### src/rtl/fpu_issue_ctrl.sv
// Issue controller for a fixed-latency FP ALU: accepts one command at a time,
// waits LATENCY edges for the result, and holds the response until consumed.
module fpu_issue_ctrl #(
    parameter int unsigned LATENCY = 4
) (
    input  logic        clk,
    input  logic        rst_n,
    input  logic        cmd_valid,
    output logic        cmd_ready,
    input  logic [2:0]  cmd_op,
    input  logic [31:0] cmd_a,
    input  logic [31:0] cmd_b,
    output logic [2:0]  alu_op,
    output logic [31:0] alu_a,
    output logic [31:0] alu_b,
    input  logic [31:0] alu_out,
    input  logic        alu_great,
    input  logic        alu_less,
    input  logic        alu_equal,
    output logic        rsp_valid,
    input  logic        rsp_ready,
    output logic [31:0] rsp_data,
    output logic [2:0]  rsp_flags,
    output logic        rsp_err,
    output logic [15:0] rsp_count
);

    typedef enum logic [1:0] {
        IDLE = 2'd0,
        WAIT = 2'd1,
        RESP = 2'd2,
        ERR  = 2'd3
    } state_e;

    localparam logic [2:0] OP_MAX_LEGAL = 3'd4;
    localparam logic [3:0] LAT_LOAD     = 4'(LATENCY);

    state_e      state_q, state_d;
    logic [3:0]  wait_cnt_q, wait_cnt_d;
    logic [2:0]  alu_op_q, alu_op_d;
    logic [31:0] alu_a_q, alu_a_d;
    logic [31:0] alu_b_q, alu_b_d;
    logic        rsp_valid_q, rsp_valid_d;
    logic [31:0] rsp_data_q, rsp_data_d;
    logic [2:0]  rsp_flags_q, rsp_flags_d;
    logic        rsp_err_q, rsp_err_d;
    logic [15:0] rsp_count_q, rsp_count_d;

    logic op_legal;
    assign op_legal = (cmd_op <= OP_MAX_LEGAL);

    always_comb begin
        // NOTE: every next-state value defaults to its register first, so no
        // path through the case below can leave a signal unassigned (no latch).
        state_d     = state_q;
        wait_cnt_d  = wait_cnt_q;
        alu_op_d    = alu_op_q;
        alu_a_d     = alu_a_q;
        alu_b_d     = alu_b_q;
        rsp_valid_d = rsp_valid_q;
        rsp_data_d  = rsp_data_q;
        rsp_flags_d = rsp_flags_q;
        rsp_err_d   = rsp_err_q;
        rsp_count_d = rsp_count_q;

        unique case (state_q)
            IDLE: begin
                if (cmd_valid) begin
                    if (op_legal) begin
                        alu_op_d   = cmd_op;
                        alu_a_d    = cmd_a;
                        alu_b_d    = cmd_b;
                        wait_cnt_d = LAT_LOAD;
                        state_d    = WAIT;
                    end else begin
                        // Illegal ops never reach the ALU; its drive stays put.
                        state_d = ERR;
                    end
                end
            end

            WAIT: begin
                if (wait_cnt_q <= 4'd1) begin
                    wait_cnt_d  = 4'd0;
                    rsp_data_d  = alu_out;
                    rsp_flags_d = {alu_great, alu_less, alu_equal};
                    rsp_valid_d = 1'b1;
                    rsp_err_d   = 1'b0;
                    state_d     = RESP;
                end else begin
                    wait_cnt_d = wait_cnt_q - 4'd1;
                end
            end

            ERR: begin
                rsp_data_d  = 32'd0;
                rsp_flags_d = 3'd0;
                rsp_valid_d = 1'b1;
                rsp_err_d   = 1'b1;
                state_d     = RESP;
            end

            RESP: begin
                if (rsp_ready) begin
                    rsp_valid_d = 1'b0;
                    rsp_count_d = rsp_count_q + 16'd1;
                    state_d     = IDLE;
                end
            end

            default: state_d = IDLE;
        endcase
    end

    // NOTE: state registers use non-blocking assignments so every flop samples
    // the pre-edge values; the async reset clears all state, including data.
    always_ff @(posedge clk or negedge rst_n) begin
        if (!rst_n) begin
            state_q     <= IDLE;
            wait_cnt_q  <= 4'd0;
            alu_op_q    <= 3'd0;
            alu_a_q     <= 32'd0;
            alu_b_q     <= 32'd0;
            rsp_valid_q <= 1'b0;
            rsp_data_q  <= 32'd0;
            rsp_flags_q <= 3'd0;
            rsp_err_q   <= 1'b0;
            rsp_count_q <= 16'd0;
        end else begin
            state_q     <= state_d;
            wait_cnt_q  <= wait_cnt_d;
            alu_op_q    <= alu_op_d;
            alu_a_q     <= alu_a_d;
            alu_b_q     <= alu_b_d;
            rsp_valid_q <= rsp_valid_d;
            rsp_data_q  <= rsp_data_d;
            rsp_flags_q <= rsp_flags_d;
            rsp_err_q   <= rsp_err_d;
            rsp_count_q <= rsp_count_d;
        end
    end

    assign cmd_ready = (state_q == IDLE);
    assign alu_op    = alu_op_q;
    assign alu_a     = alu_a_q;
    assign alu_b     = alu_b_q;
    assign rsp_valid = rsp_valid_q;
    assign rsp_data  = rsp_data_q;
    assign rsp_flags = rsp_flags_q;
    assign rsp_err   = rsp_err_q;
    assign rsp_count = rsp_count_q;

endmodule

### config.mk
export PLATFORM = sky130hd
export DESIGN_NAME = fpu_issue_ctrl
export DESIGN_NICKNAME = d
export VERILOG_FILES = /design/src/rtl/fpu_issue_ctrl.sv
export SDC_FILE = /design/constraint.sdc
export NUM_CORES = 1
export LEC_CHECK = 0
export ABC_AREA = 0
export CAP_MARGIN = 20
export CORE_ASPECT_RATIO = 1.75
export CORE_MARGIN = 2
export CORE_UTILIZATION = 35
export DETAILED_ROUTE_END_ITERATION = 10
export PLACE_DENSITY = 0.79
export SYNTH_ARGS = -nofsm -noshare
export SYNTH_HDL_FRONTEND = slang
export SYNTH_SLANG_ARGS = --single-unit
### constraint.sdc
create_clock -name clk -period 1.95 [get_ports clk]
set_input_delay 0.39 -clock clk [delete_from_list [all_inputs] [get_ports clk]]
set_output_delay 0.39 -clock clk [all_outputs]
set_load 0.02 [all_outputs]
==> reports/qor.yml, run 1 <==
yosys:
  yosysSeqAreaShare_pct: 64.7
  synth_xor_area_share_pct: 2.70
  synthAdderAreaFrac_pct: 0.770
  ys_ff_latch: 126
  synth.net_count: 433
  netlist_instances: 324
  synth_compound_area_share_pct: 8.14
  synth_top_family_by_area: "multiplexers"
  syn-cell-area_um2: 4870
  yosys_warnings: 0
  synth-simple-area-share_pct: 4.85
  synth.area.mux_share_pct: 16.5
  avgSynthCellArea_um2: 15.0
  yosysUniqueCellTypes: 36
layout:
  final_layout_size_suffix_gt1_share_pct: 18.2
  antennaDiodeCount: 0
  final_common_cell: "clkdlybuf4s50_1"
  postLayoutCoreUtil_pct: 58.0
  syn_to_final_growth_pct: 64.0
  final_nets: 673
  most-common-layout-cells: "clkdlybuf4s50_1 (221), dfrtp_1 (126), mux2_2 (49)"
  fillerInstances: 1101
timing:
  fmax_mhz: 537
  clock_skew_ns: 0.00757
  final-max-slew-violation-count: 0
  min_period_ns: 1.86
  fin_tns_setup_ns: 0
  tightest_slew_ns: 0.666
  hold_violations: 0
  relSlewSlack_pct: 55.6
  fin_crit_sh_pct: 95.5
  setup_violations: 0
  rsz0062_at_grt: "no"
clock_tree:
  clk_latency_ns: 0.41
  cts_buffers: 17
  path_clk_slew_ns: 0.06
  htreeDepth: 4
  clk_path_buf_depth: 2
  clockRootBuffer: "clkbuf_16"
  cts_tree: "done"
  cts_setup_buffers: 0
  cts_sinks: 126
  ctsHoldBuffers: 0
floorplan:
  core-area_um2: 13800
  die_y_um: 160
  initial_core_util_pct: 35.4
  dieWidth_um: 93.2
  num_io_pins: 227
  die-area_um2: 14900
  num_rows: 57
hold_path:
  hold_path.class: "primary input to asynchronous set/reset pin"
power_and_ir_drop:
  power.density_nw_per_um2: 1670
  p_leak_nw: 3.51
  p_total_mw: 13.3
  vdd.ir_drop.worst_v: 0.000699
critical_path:
  arrival_ns: 1.47
  path_max_fanout: 5
  path_cells: "clkdlybuf4s50_1"
  required_ns: 1.56
  setup.worst_path.start: "rsp_count[0]"
  regToRegStartpoint: "wait_cnt_q[0]"
  cpLargestDelayFamily: "buffers and inverters"
  end_kind: "output pin"
  path_buf_inv: 1
  critPathKind: "flip-flop to output pin"
  max_stage_delay_ns: 0.64
  cpMaxStageDelayCell: "clkdlybuf4s50_1"
  start_kind: "flip-flop"
global_routing:
  grt_usage_pct: 17.1
  first_global_vias: 3995
  overflow: 0
  grt_max_degree: 127
  antenna_found_initial: 0
  grt_pass1_wl_um: 19800
route:
  drtPass1Iterations: 4
  drt_iter0_drc: 63
  wl_per_cell_um: 16.2
  vias: 3577
  drt-total-wl_um: 12200
  drc: 0
  drtAntennaViolNets: 0
  vias_per_cell: 4.75
place:
  finalWeightedCongestion: 0.719
  portBuffers: 226
  dpl.hpwl_um: 9110
outcome:
  outcome: "finished, final reports clean"
job:
  cap_violations: 0
per-layer routing:
layer,part of all wire (%),vias up,wire length [µm],global-route usage (%)
li1,-,1651,-,-
met1,37,1745,4460,17.7
met2,54,162,6600,30.4
met3,7.3,19,892,6.27
met4,2.0,0,239,7.02
met5,0,-,0,0
timing repair:
action	4_1_cts	5_1_grt
hold endpoints to repair	0	0
resized for setup	1	3
setup endpoints to repair	1	3
cells by family (layout without fill, tap and decap cells):
logic type | count (synthesis) | after routing
multiplexers | 68 | 68
adder cells (fa/ha/maj) | 3 | 3
XOR/XNOR | 15 | 15
flip-flops | 126 | 126
AO/OA/AOI/OAI | 48 | 48
buffers and inverters | 19 | 271
AND/OR/NAND/NOR | 45 | 45
sequential cells by signal (all words and copies together) (netlist names):
signal and count:
rsp_count 16, alu_op 3, rsp_err 1, alu_a 32
state_q 2, rsp_valid 1, wait_cnt_q 4, rsp_flags 3
rsp_data 32, alu_b 32
report_power, final:
part / switching, mW / leakage [nW] / total, mW / internal (mW)
logic: 2.71 / 1.65 / 5.81 / 3.10
clock network: 1.15 / 0.278 / 3.19 / 2.05
registers: 0.633 / 1.58 / 4.35 / 3.71
total: 4.49 / 3.51 / 13.3 / 8.86
through the flow:
| stage | instance area, µm² | setup WS [ns] | std cells | hold WS [ns] |
|---|---|---|---|---|
| after floorplan | 4870 | 0.284 | 324 | 0.0944 |
| after global placement | 7380 | 0.0101 | 722 | 0.461 |
| after detailed placement | 7380 | -0.0367 | 722 | 0.480 |
| after CTS | 7980 | 0.0154 | 753 | 0.114 |
| after global routing | 7990 | 0.00413 | 753 | 0.108 |
| final | 7990 | 0.0883 | 753 | 0.0665 |
path summary, 6_finish.rpt:
check	slack, ns	cells past startpoint	endpoint
setup / recovery	0.09	1	rsp_count[0]
hold / removal	0.07	2	rsp_count[10]
setup reg to reg	0.29	6	rsp_data[0]
hold reg to reg	0.49	1	alu_a[30]
max in group asynchronous	1.36	2	rsp_data[12]
min in group clk	0.49	1	alu_a[30]
synth_stat cells:
cell / number / area share, %
dfrtp_1: 126 / 65
mux2_2: 49 / 11
a22o_1: 36 / 6.5
xnor2_1: 13 / 2.3
nand2_1: 12 / 0.92
mux2_4: 10 / 3.1
mux2_1: 9 / 2.1
buf_2: 8 / 0.82
nand3_1: 8 / 0.82
nor2_1: 6 / 0.46
buf_4: 5 / 0.77
nor3_1: 4 / 0.41
a21o_1: 3 / 0.46
ha_1: 3 / 0.77
inv_1: 3 / 0.23
nand4_1: 3 / 0.39
o21ai_0: 3 / 0.31
and3_1: 2 / 0.26
and4_1: 2 / 0.36
buf_6: 2 / 0.46
xor2_1: 2 / 0.36
a211oi_1: 1 / 0.15
a21oi_1: 1 / 0.10
a32o_1: 1 / 0.21
and4b_1: 1 / 0.21
buf_1: 1 / 0.077
nand2b_1: 1 / 0.13
nand3_2: 1 / 0.21
nand4b_1: 1 / 0.18
nor2_2: 1 / 0.13
nor2b_1: 1 / 0.13
o21a_1: 1 / 0.15
o21ai_1: 1 / 0.10
o21ai_2: 1 / 0.18
or2_2: 1 / 0.13
or3_1: 1 / 0.13
area by class of cell:
class                   instances  area [µm²]  area share, %
clock buffers                  19         443           5.54
clock inverters                12         163           2.04
inverters                       3        11.3          0.141
multi-input cells             179        1610           20.2
flip-flops and latches        126        3150           39.5
well taps                     177         221           2.77
repair buffers                237        2390           29.9
Note: power is estimated with default switching activity, not from simulation.
==> run 2, diff against run 1 <==
CORE_MARGIN = not set   (was 2)
==> reports/qor.yml, run 2 (same netlist as run 1, synthesis figures left out) <==
critical_path:
  end_kind: "output pin"
  path_cells: "clkdlybuf4s50_1"
  required_ns: 1.56  # about the same
  arrival_ns: 1.49  # +0.02 ns
  path_max_fanout: 5  # unchanged
  rrSetupSlack_ns: 0.24  # -0.05 ns
  cp.depth: 1  # unchanged
  worstReg2RegEnd: "rsp_data[3]"
  reg2reg_depth: 6  # unchanged
  max_stage_delay_ns: 0.65  # about the same
  regToRegStartpoint: "wait_cnt_q[0]"
  cpLargestDelayFamily: "buffers and inverters"
  path_buf_inv: 1  # unchanged
  start_kind: "flip-flop"
  cpMaxStageDelayCell: "clkdlybuf4s50_1"
  critPathKind: "flip-flop to output pin"
timing:
  fin_crit_sh_pct: 96.2  # +0.77 points
  hold_violations: 0  # unchanged
  tightest_slew_ns: 0.383  # -0.283 ns
  fmax_mhz: 533  # -0.80%
  rsz0062_at_grt: "no"
  clock_skew_ns: 0.00598  # -0.00158 ns
  worst_slack_ns: 0.0733  # -0.0150 ns
  min_period_ns: 1.88  # +0.0150 ns
  setup_violations: 0  # unchanged
  final-max-slew-violation-count: 0  # unchanged
  relSlewSlack_pct: 74.2  # +19 points
clock_tree:
  clk_path_buf_depth: 2  # unchanged
  clockRootBuffer: "clkbuf_16"
  cts_buffers: 17  # unchanged
  path_clk_slew_ns: 0.06  # about the same
  cts_sinks: 126  # unchanged
  cts_tree: "done"
  clk_latency_ns: 0.40  # about the same
  htreeDepth: 4  # unchanged
  cts_setup_buffers: 0  # unchanged
layout:
  fillerInstances: 1070  # -2.8%
  antennaDiodeCount: 0  # unchanged
  postLayoutCoreUtil_pct: 59.3  # +1.2 points
  final_nets: 676  # +0.45%
  final_layout_size_suffix_gt1_share_pct: 18.3  # +0.047 points
  final_common_cell: "clkdlybuf4s50_1"
  most-common-layout-cells: "clkdlybuf4s50_1 (223), dfrtp_1 (126), mux2_2 (49)"
  layoutNonFillerInstCount: 754  # +0.13%
  syn_to_final_growth_pct: 64.5
power_and_ir_drop:
  power.density_nw_per_um2: 1680  # +0.27%
  p_leak_nw: 3.50  # -0.22%
  p_sw_mw: 4.52  # +0.65%
  vdd.ir_drop.worst_v: 0.000707  # +1.2%
  clock_power_share_pct: 23.7  # -0.2 points
  p_int_mw: 8.90  # +0.55%
  p_sw_share_pct: 33.7  # about the same
  seqPwrFrac_pct: 32.6  # about the same
  comb_power_share_pct: 43.7  # +0.2 points
place:
  portBuffers: 226  # unchanged
  finalWeightedCongestion: 0.756  # +5.2%
  place_ws_ns: -0.0227  # +0.0140 ns
  dp_cells: 721  # -0.14%
  dpl.hpwl_um: 9540  # +4.8%
job:
  cap_violations: 0  # unchanged
floorplan:
  die_y_um: 158  # -1.2%
  num_rows: 56  # -1.8%
  dieWidth_um: 91.2  # -2.1%
  num_io_pins: 227  # unchanged
  initial_core_util_pct: 36.0  # +0.63 points
  die-area_um2: 14400  # -3.4%
  core-area_um2: 13500  # -1.8%
route:
  drc: 0  # unchanged
  wl_per_cell_um: 16.9  # +4.5%
  drt-total-wl_um: 12800  # +4.7%
  drt_iter0_drc: 130  # +110%
  drtPass1Iterations: 4  # unchanged
  drtAntennaViolNets: 0  # unchanged
  vias: 3654  # +2.2%
  vias_per_cell: 4.85  # +2.0%
global_routing:
  grt_usage_pct: 18.2  # +1.2 points
  antenna_found_initial: 0  # unchanged
  first_global_vias: 3870  # -3.1%
  overflow: 0  # unchanged
  grt_pass1_wl_um: 20100  # +1.8%
  grt_max_degree: 56  # -56%
hold_path:
  hold_path.class: "primary input to asynchronous set/reset pin"
outcome:
  outcome: "finished, final reports clean"
run 2: changes by cell type in the layout (fill, tap and decap cells not counted), moves of 2 or more:
cell             delta
clkinv_2            +3
clkinvlp_4          -3
clkbuf_1            +2
clkdlybuf4s50_1     +2
dlymetal6s2s_1      -2
inv_6               -2
run 2: power groups by stage:
| stage | Sequential, mW | Clock (mW) | Combinational [mW] |
|---|---|---|---|
| final | 4.38 | 3.18 | 5.87 |
| after global routing | 4.51 | 3.38 | 6.19 |
| after CTS | 4.38 | 3.26 | 5.94 |
| after detailed placement | 4.39 | 0 | 5.94 |
| after global placement | 4.34 | 0 | 5.76 |
| after floorplan | 5.58 | 0 | 1.77 |
run 2: what timing repair did:
action	CTS	global route
hold buffers	1	0
endpoints found under the hold margin	21	0
setup endpoints to repair	1	1
gates resized for setup	1	1
pin swaps	0	0
run 2: area by class of cell:
class	instances	area (µm²)	share of cell area (%)
Clock inverter	10	138	1.72
Timing Repair Buffer	240	2420	30.2
Multi-Input combinational cell	179	1610	20.1
Sequential cell	126	3150	39.3
Clock buffer	22	464	5.79
Inverter	3	11.3	0.140
Tap cell	174	218	2.72
run 2: worst max-delay path by stage:
stage | from | to | slack (ns)
finish | rsp_count[3] | rsp_count[3] | 0.07
CTS | rsp_count[5] | rsp_count[5] | 0.03
floorplan | state_q[0] | alu_a[18] | 0.28
global placement | cmd_op[0] | wait_cnt_q[3] | -0.02
global route | rsp_count[6] | rsp_count[6] | 0.02
detailed placement | cmd_op[0] | wait_cnt_q[3] | -0.02
run 2: stage by stage:
step | setup TNS, ns | power [mW] | area (µm²) | hold slack [ns]
3_3_place_gp | -0.0423 | 10.1 | 7400 | 0.297
6_report | 0 | 13.4 | 8020 | 0.439
5_1_grt | 0 | 14.1 | 8020 | 0.460
4_1_cts | 0 | 13.6 | 8010 | 0.433
2_1_floorplan | 0 | 7.34 | 4870 | 0.0944
3_5_place_dp | -0.0508 | 10.3 | 7400 | 0.307
run 2: layer usage:
metal / vias up / routed length (µm) / global-route usage [%]
met5: - / 0 / 0
met4: 0 / 327 / 8.77
met3: 30 / 687 / 4.85
met2: 162 / 7250 / 33.9
met1: 1810 / 4500 / 18.7
li1: 1652 / - / -
==> run 3, diff against run 2 <==
HOLD_SLACK_MARGIN = 0.1   (was not set)
==> results of run 3 <==
No change in the layout: final DEF, timing and power equal those of run 2.
